===== config.mk =====
export PLATFORM = sky130hd
export DESIGN_NAME = multicycle_control
export DESIGN_NICKNAME = d
export VERILOG_FILES = /design/src/rtl/multicycle_control.sv
export SDC_FILE = /design/constraint.sdc
export NUM_CORES = 1
export LEC_CHECK = 0
export ABC_AREA = 1
export BUFFER_PORTS_ARGS = -buffer_cell sky130_fd_sc_hd__buf_2
export CORE_MARGIN = 1
export CORE_UTILIZATION = 54
export CTS_CLUSTER_SIZE = 20
export DETAILED_ROUTE_END_ITERATION = 10
export MAX_ROUTING_LAYER = met4
export PLACE_DENSITY = 0.86
export SLEW_MARGIN = 20
export SYNTH_ARGS = -nofsm -noshare
export SYNTH_HDL_FRONTEND = slang
export SYNTH_SLANG_ARGS = --single-unit
export TNS_END_PERCENT = 10

===== constraint.sdc =====
create_clock -name clk -period 2.7 [get_ports clk]
set_input_delay 0.27 -clock clk [delete_from_list [all_inputs] [get_ports clk]]
set_output_delay 0.27 -clock clk [all_outputs]
set_load 0.01 [all_outputs]

===== src/rtl/multicycle_control.sv =====
// Control FSM for a multi-cycle MIPS datapath with one shared memory port.
// Latency: R/I-type 4, LW 5, SW 4, branch 3, jump 3 cycles with zero-wait memory.
// Backpressure: memory states hold until mem_ready, trapping after MEM_WAIT_MAX idle cycles.
module multicycle_control #(
  parameter int MEM_WAIT_MAX = 8,
  parameter int WAIT_W       = 4
) (
  input  logic       clk,
  input  logic       nrst,
  input  logic [5:0] opcode,
  input  logic       mem_ready,
  output logic       pc_write,
  output logic       pc_write_cond,
  output logic       pc_write_cond_n,
  output logic       i_or_d,
  output logic       mem_read,
  output logic       mem_write,
  output logic       ir_write,
  output logic       mem_to_reg,
  output logic       jal_link,
  output logic [1:0] reg_dst,
  output logic       reg_write,
  output logic       alu_src_a,
  output logic [1:0] alu_src_b,
  output logic [5:0] alu_op,
  output logic [1:0] pc_source,
  output logic [3:0] state,
  output logic       trap
);

  typedef enum logic [3:0] {
    S_FETCH     = 4'd0,
    S_DECODE    = 4'd1,
    S_MEM_ADDR  = 4'd2,
    S_MEM_READ  = 4'd3,
    S_MEM_WB    = 4'd4,
    S_MEM_WRITE = 4'd5,
    S_EXEC_R    = 4'd6,
    S_ALU_WB    = 4'd7,
    S_EXEC_I    = 4'd8,
    S_BRANCH    = 4'd9,
    S_JUMP      = 4'd10,
    S_TRAP      = 4'd11
  } state_t;

  localparam logic [5:0] OP_RTYPE = 6'b000000;
  localparam logic [5:0] OP_J     = 6'b000010;
  localparam logic [5:0] OP_JAL   = 6'b000011;
  localparam logic [5:0] OP_BEQ   = 6'b000100;
  localparam logic [5:0] OP_BNE   = 6'b000101;
  localparam logic [5:0] OP_ADDI  = 6'b001000;
  localparam logic [5:0] OP_SLTI  = 6'b001010;
  localparam logic [5:0] OP_SLTIU = 6'b001011;
  localparam logic [5:0] OP_ANDI  = 6'b001100;
  localparam logic [5:0] OP_ORI   = 6'b001101;
  localparam logic [5:0] OP_LW    = 6'b100011;
  localparam logic [5:0] OP_SW    = 6'b101011;

  localparam logic [5:0] ALU_ADD   = 6'b000000;
  localparam logic [5:0] ALU_SUB   = 6'b000001;
  localparam logic [5:0] ALU_FUNCT = 6'b000010;

  state_t            state_q;
  state_t            state_nxt;
  logic [WAIT_W-1:0] wait_cnt;
  logic [WAIT_W-1:0] wait_cnt_nxt;
  logic [WAIT_W:0]   wait_inc;
  logic              wait_state;
  logic              wait_expired;
  logic [5:0]        alu_op_imm;

  assign state = state_q;

  // Only the three memory-facing states can stall on mem_ready.
  assign wait_state = (state_q == S_FETCH) || (state_q == S_MEM_READ) ||
                      (state_q == S_MEM_WRITE);

  // One extra bit so the limit compare cannot alias on wrap.
  assign wait_inc     = {1'b0, wait_cnt} + (WAIT_W+1)'(1);
  assign wait_expired = (MEM_WAIT_MAX != 0) && wait_state && !mem_ready &&
                        (wait_inc == (WAIT_W+1)'(MEM_WAIT_MAX));

  // ADDI uses a plain add; the other immediate ops hand their opcode to the ALU decoder.
  assign alu_op_imm = (opcode == OP_ADDI) ? ALU_ADD : opcode;

  // Next-state selection.
  always_comb begin
    state_nxt = state_q;
    case (state_q)
      S_FETCH: begin
        if (mem_ready)         state_nxt = S_DECODE;
        else if (wait_expired) state_nxt = S_TRAP;
      end
      S_DECODE: begin
        case (opcode)
          OP_LW, OP_SW:                               state_nxt = S_MEM_ADDR;
          OP_RTYPE:                                   state_nxt = S_EXEC_R;
          OP_ADDI, OP_ORI, OP_ANDI, OP_SLTI, OP_SLTIU: state_nxt = S_EXEC_I;
          OP_BEQ, OP_BNE:                             state_nxt = S_BRANCH;
          OP_J, OP_JAL:                               state_nxt = S_JUMP;
          default:                                    state_nxt = S_TRAP;
        endcase
      end
      S_MEM_ADDR: begin
        if (opcode == OP_LW)      state_nxt = S_MEM_READ;
        else if (opcode == OP_SW) state_nxt = S_MEM_WRITE;
        else                      state_nxt = S_TRAP;
      end
      S_MEM_READ: begin
        if (mem_ready)         state_nxt = S_MEM_WB;
        else if (wait_expired) state_nxt = S_TRAP;
      end
      S_MEM_WB: state_nxt = S_FETCH;
      S_MEM_WRITE: begin
        if (mem_ready)         state_nxt = S_FETCH;
        else if (wait_expired) state_nxt = S_TRAP;
      end
      S_EXEC_R: state_nxt = S_ALU_WB;
      S_EXEC_I: state_nxt = S_ALU_WB;
      S_ALU_WB: state_nxt = S_FETCH;
      S_BRANCH: state_nxt = S_FETCH;
      S_JUMP:   state_nxt = S_FETCH;
      S_TRAP:   state_nxt = S_TRAP;
      default:  state_nxt = S_TRAP;
    endcase
  end

  // Any state change clears the stall counter, so each memory state starts from zero.
  always_comb begin
    wait_cnt_nxt = wait_cnt;
    if (state_nxt != state_q)          wait_cnt_nxt = '0;
    else if (wait_state && !mem_ready) wait_cnt_nxt = wait_inc[WAIT_W-1:0];
  end

  // State and stall counter registers.
  always_ff @(posedge clk or negedge nrst) begin
    if (!nrst) begin
      state_q  <= S_FETCH;
      wait_cnt <= '0;
    end else begin
      state_q  <= state_nxt;
      wait_cnt <= wait_cnt_nxt;
    end
  end

  // Datapath controls decoded from state; everything is held low during reset.
  always_comb begin
    pc_write        = 1'b0;
    pc_write_cond   = 1'b0;
    pc_write_cond_n = 1'b0;
    i_or_d          = 1'b0;
    mem_read        = 1'b0;
    mem_write       = 1'b0;
    ir_write        = 1'b0;
    mem_to_reg      = 1'b0;
    jal_link        = 1'b0;
    reg_dst         = 2'd0;
    reg_write       = 1'b0;
    alu_src_a       = 1'b0;
    alu_src_b       = 2'd0;
    alu_op          = ALU_ADD;
    pc_source       = 2'd0;
    trap            = 1'b0;
    if (nrst) begin
      case (state_q)
        S_FETCH: begin
          mem_read  = 1'b1;
          alu_src_b = 2'd1;
          ir_write  = mem_ready;
          pc_write  = mem_ready;
        end
        S_DECODE: begin
          alu_src_b = 2'd3;
        end
        S_MEM_ADDR: begin
          alu_src_a = 1'b1;
          alu_src_b = 2'd2;
        end
        S_MEM_READ: begin
          mem_read = 1'b1;
          i_or_d   = 1'b1;
        end
        S_MEM_WB: begin
          reg_write  = 1'b1;
          mem_to_reg = 1'b1;
        end
        S_MEM_WRITE: begin
          mem_write = 1'b1;
          i_or_d    = 1'b1;
        end
        S_EXEC_R: begin
          alu_src_a = 1'b1;
          alu_op    = ALU_FUNCT;
        end
        S_EXEC_I: begin
          alu_src_a = 1'b1;
          alu_src_b = 2'd2;
          alu_op    = alu_op_imm;
        end
        S_ALU_WB: begin
          reg_write = 1'b1;
          if (opcode == OP_RTYPE) begin
            reg_dst = 2'd1;
            alu_op  = ALU_FUNCT;
          end else begin
            alu_op  = alu_op_imm;
          end
        end
        S_BRANCH: begin
          alu_src_a       = 1'b1;
          alu_op          = ALU_SUB;
          pc_source       = 2'd1;
          pc_write_cond   = (opcode == OP_BEQ);
          pc_write_cond_n = (opcode == OP_BNE);
        end
        S_JUMP: begin
          pc_write  = 1'b1;
          pc_source = 2'd2;
          if (opcode == OP_JAL) begin
            reg_write = 1'b1;
            reg_dst   = 2'd2;
            jal_link  = 1'b1;
          end
        end
        S_TRAP: begin
          trap = 1'b1;
        end
        default: begin
          trap = 1'b0;
        end
      endcase
    end
  end

endmodule


== Yosys cells after proc, flatten, opt, wreduce, memory -nomap -nowiden ==
Cells that the tools add are included.

* Flip-flop bits (word level): 8
* Bits in latches: 0
* Memory bits (writable): 0
* Bits in read-only memories: 0
* Input port bits: 9
* Output and inout port bits: 28
* Word-level logic and storage cells: 93
* Memories: 0

* Add/sub/neg operators: 1
* Multipliers: 0
* Div/mod/pow operators: 0
* $lt $le $gt $ge: 0
* Equal/unequal tests: 24
* Shift-type cells: 0
* Multiplexer cells: 47
* Bitwise gates (word level): 0
* Reductions and logical operators: 19

{| class="wikitable"
|+ Operators with widths
! kind !! number
|-
| 4-bit two-way mux || 8
|-
| 6-bit by 4-bit equality test with 1-bit output, second input constant || 5
|-
| 4-bit one-hot mux with 7 select lines || 1
|-
| 1-bit two-way mux || 24
|-
| 6-bit one-hot mux with 4 select lines || 1
|-
| 4-bit one-hot mux with 5 select lines || 1
|-
| 6-bit two-way mux || 3
|-
| 4-bit by 3-bit equality test with 1-bit output, second input constant || 4
|-
| 4-bit equality test, second input constant || 4
|-
| 2-bit OR reduction || 8
|-
| 6-bit by 2-bit equality test with 1-bit output, second input constant || 2
|-
| 6-bit by 3-bit equality test with 1-bit output, second input constant || 2
|-
| 6-bit equality test, second input constant || 2
|-
| 4-bit by 2-bit equality test with 1-bit output, second input constant || 2
|-
| 2-bit two-way mux || 4
|-
| 2-bit one-hot mux with 2 select lines || 2
|-
| 4-bit OR reduction || 2
|-
| 6-bit zero test || 1
|-
| 2-bit one-hot mux with 3 select lines || 1
|-
| 4-bit by 1-bit adder with 5-bit output, second input constant || 1
|-
| 5-bit by 4-bit equality test with 1-bit output, second input constant || 1
|-
| 5-bit OR reduction || 1
|-
| 4-bit by 1-bit equality test with 1-bit output, second input constant || 1
|-
| 4-bit zero test || 1
|-
| 6 further kinds || 9
|}

== Logic depth before layout (Yosys ltp) ==
* Depth in word-level cells: 10
* Mapped depth: 14
* Gate-level depth less buffers: 14

== Worst setup path before layout ==
OpenSTA, ideal clock, no wires.

* Path kind: reg-to-output
* From: register state_q[0] (netlist: state[0])
* To: output port alu_op[3]
* Arrival time: 1.372 ns
* Data required time: 2.430 ns
* Slack: 1.058 ns
* Cell stages (with the launch flop): 6
* Path buffers: 0
* Cell sequence: dfrtp_1 > nor2_1 > nand2_1 > inv_1 > nor2_1 > nor4_1

* Longest elaborated chain between the ends: 3
* Elaborated cells between the ends (all ways): 6
* Classes of those cells: eq/ne (4); mux (2)

{| class="wikitable"
|+ RTL lines
! item !! line !! RTL
|-
| from (decl) || 63 || <nowiki>state_t state_q;</nowiki>
|-
| from (signal assigned) || 141 || <nowiki>state_q <= state_nxt;</nowiki>
|-
| 4-bit equality test / 4-bit by 3-bit equality test with 1-bit output (equally long branches) || 165 || <nowiki>case (state_q)</nowiki>
|-
| 6-bit one-hot mux with 4 select lines (*) || 165 ||
|-
| 6-bit two-way mux (*) || 164 || <nowiki>if (nrst) begin</nowiki>
|-
| to (decl) || 25 || <nowiki>output logic [5:0] alu_op,</nowiki>
|}

Mark *: on every way between the ends. The rest lies on a longest branch, timed or not.

== Final worst setup path ==
* From: input port nrst
* To: output port alu_op[3]

* Longest elaborated chain between the ends: 1

{| class="wikitable"
|+ RTL lines
! item !! line !! RTL
|-
| from (decl) || 9 || <nowiki>input logic nrst,</nowiki>
|-
| 6-bit two-way mux || 164 ||
|}

Every way passes these cells.

==> out/results.tsv <==
metric	value	unit
overflow	0	
detailedRoute.firstIterationViolations	62	
outcome	finished, final reports clean	
detailedPlacementHpwl	2520	µm
detailedRoute.firstPassIterationCount	4	
max_clock_freq	0.451	GHz
synth_fa_ha_area_share	2.33	%
area_leader_netlist	sky130_fd_sc_hd__nand2_1	
critical_path_class	in2out	
hp-class	in2async	
cp-end-kind	output port	
totalPowerFinal	251	µW
total_of_max_cap_violations	0	
synth_top_flop_cell	sky130_fd_sc_hd__dfrtp_1	
synthArstFlopShare	100	%
crit_path_max_fanout	20	
postCtsHoldBufs	1	
power.static_leakage	0.000889	µW
reg2reg_setup_slack	850	ps
clk_root_buffer_cell	sky130_fd_sc_hd__clkbuf_4	
first_global_vias	1141	
setup_repair_after_global_routing_missed_its_margin	false	
grt_max_degree	21	
slew_headroom	64.2	%
sequential_cell_area	200	µm²
floorplan.die.height	46.6	µm
final.min_clock_period	2220	ps
rr_startpoint	state[2]$_DFF_PN0_	
die_w	46.6	µm
multi_input_gate_area	741	µm²
post_synth_num_cell_types	20	
path_clk_slew	60	ps
drtAntennaViolNets	0	
yosys_warns	0	
wl_per_cell	11.8	µm
placement_rows	15	
synth_xor_area_share	0.817	%
buffer_ports.inserted	36	
drt_drc_violations_left	0	
fin_hold_ws	422	ps
final_sum_of_negative_setup_slack	0	ps
synthesis.area	0.00107	mm²
flow.area_growth_from_synthesis	22.1	%
ffs_latches_synth	8	
timing.critical_path.arrival	1950	ps
synth_top_family_by_area	simple AND/OR/NAND/NOR gates	
skew	5.44	ps
fillers	170	
worst_r2r_path_depth	11	
grt.total_usage	31.5	%
clock-sinks	8	
clock_tree.buffer_depth	2	
cts_setup_buffers	0	
initial_utilization	59.5	%
synth.yosys.seq_area_share	18.7	%
cts_tree	yes	
hold_viol	0	
postSynthNetCount	215	
dieArea	0.00217	mm²
syn_avg_cell_area	5.26	µm²
synthMuxAreaShare	0	%
global_route_wire_length_before_repair	4790	µm
dr_total_vias	1424	
fin_nets	255	
cellPowerDensity	191	mW/mm²
cts_repair_resize_count	0	
worstPathRequired	2430	ps
wirelength	3140	µm
peak_supply_drop	0.000284	V
crit_path_start_kind	input port	
h-tree-depth	1	
rr_endpoint	wait_cnt[3]$_DFFE_PN0P_	
cts-buffers-inserted	3	
post_synth_simple_gate_area	57.8	%
drive_gt1_share	21.5	%
antenna_violations_before_repair	0	
largest_cells_by_area_after_synthesis	sky130_fd_sc_hd__nand2_1, sky130_fd_sc_hd__dfrtp_1, sky130_fd_sc_hd__nor2_1	
gpl.final_weighted_congestion	0.965	
drv_slew	0	
synth-compound-area-share	8.17	%
worstSkewPairLatency	260	ps
synth_largest_type_area_fraction	21.7	%
final_common_cell	sky130_fd_sc_hd__nand2_1	
synthesis.instances	204	
antenna-diode-count	0	
boundaryPins	37	
finalSetupViolations	0	
most-common-layout-cells	sky130_fd_sc_hd__nand2_1, sky130_fd_sc_hd__nor2_1, sky130_fd_sc_hd__buf_2, sky130_fd_sc_hd__inv_1, sky130_fd_sc_hd__nand3_1	
share_of_the_clock_period_used_by_the_worst_path	82.1	%
route.detailed.vias_per_inst	5.33	
placeableCoreArea	0.00180	mm²
transition_time_of_the_tightest_slew_check_pin	536	ps
number_of_enable_type_register_cells_in_the_synthesized_netlist	0	
worst max-delay path: stages:
cell and delay [ps]:
sky130_fd_sc_hd__dlygate4sd3_1 510, sky130_fd_sc_hd__buf_2 280, sky130_fd_sc_hd__inv_1 320, sky130_fd_sc_hd__nor4_1 370
sky130_fd_sc_hd__buf_2 180
per-stage QoR:
step                      cell area [µm²]  instances  setup slack, ps  util (%)
after floorplan                      1070        204             1060         -
after global placement               1280        263              922      70.8
after detailed placement             1280        263              913      70.8
after CTS                            1310        267              500      72.6
after global routing                 1310        267              348      72.6
final                                1310        267              483      72.6
registers in the layout (all words and copies together), names as in the netlist:
name	flops
state	4
wait_cnt	4
kinds of logic (layout without fill, tap and decap cells):
family | count (synthesis) | after routing
flops | 8 | 8
compound gates | 17 | 17
fa+ha+maj | 2 | 2
simple gates | 141 | 141
buf+inv | 35 | 73
xor+xnor | 1 | 1
Yosys cell counts (2+ instances only):
cell type and instances:
sky130_fd_sc_hd__nand4_1 3, sky130_fd_sc_hd__nor3_1 6, sky130_fd_sc_hd__nand2_1 62, sky130_fd_sc_hd__inv_1 32, sky130_fd_sc_hd__nor2_1 39, sky130_fd_sc_hd__nand2_2 5
sky130_fd_sc_hd__a31oi_1 2, sky130_fd_sc_hd__nor2_2 3, sky130_fd_sc_hd__o21ai_0 11, sky130_fd_sc_hd__clkbuf_1 2, sky130_fd_sc_hd__ha_1 2, sky130_fd_sc_hd__dfrtp_1 8
sky130_fd_sc_hd__nand2_4 3, sky130_fd_sc_hd__a21oi_1 4, sky130_fd_sc_hd__nand3_1 17
worst max-delay path by stage:
stage / startpoint / end / slack, ps / depth (start not counted)
6_report: nrst / alu_op[3] / 480 / 5
5_1_grt: nrst / alu_op[3] / 350 / 5
4_1_cts: nrst / alu_op[3] / 500 / 5
3_5_place_dp: state[3]$_DFF_PN0_ / wait_cnt[0]$_DFFE_PN0P_ / 910 / 11
3_3_place_gp: state[0]$_DFF_PN0_ / wait_cnt[3]$_DFFE_PN0P_ / 920 / 11
2_1_floorplan: state[0]$_DFF_PN0_ / alu_op[3] / 1060 / 5
power by group:
part           internal (µW)  switching, µW
Combinational           11.2           27.2
Clock                   50.9           41.2
Sequential               120              0
cell type report:
type,instances,share of cell area [%]
Tap cell,25,2.39
Sequential cell,8,15.3
Timing Repair Buffer,37,14.5
Multi-Input combinational cell,161,56.6
Inverter,33,9.46
Clock buffer,3,1.72
per-layer routing:
layer / vias to the layer above / track usage (%) / wire, µm
met1: 617 / 43.4 / 1460
met2: 98 / 48.9 / 1360
li1: 709 / - / -
met5: - / - / 0
met3: 0 / 7.45 / 312
met4: 0 / 1.18 / 0
No activity file was read; power rests on OpenSTA's default activity.
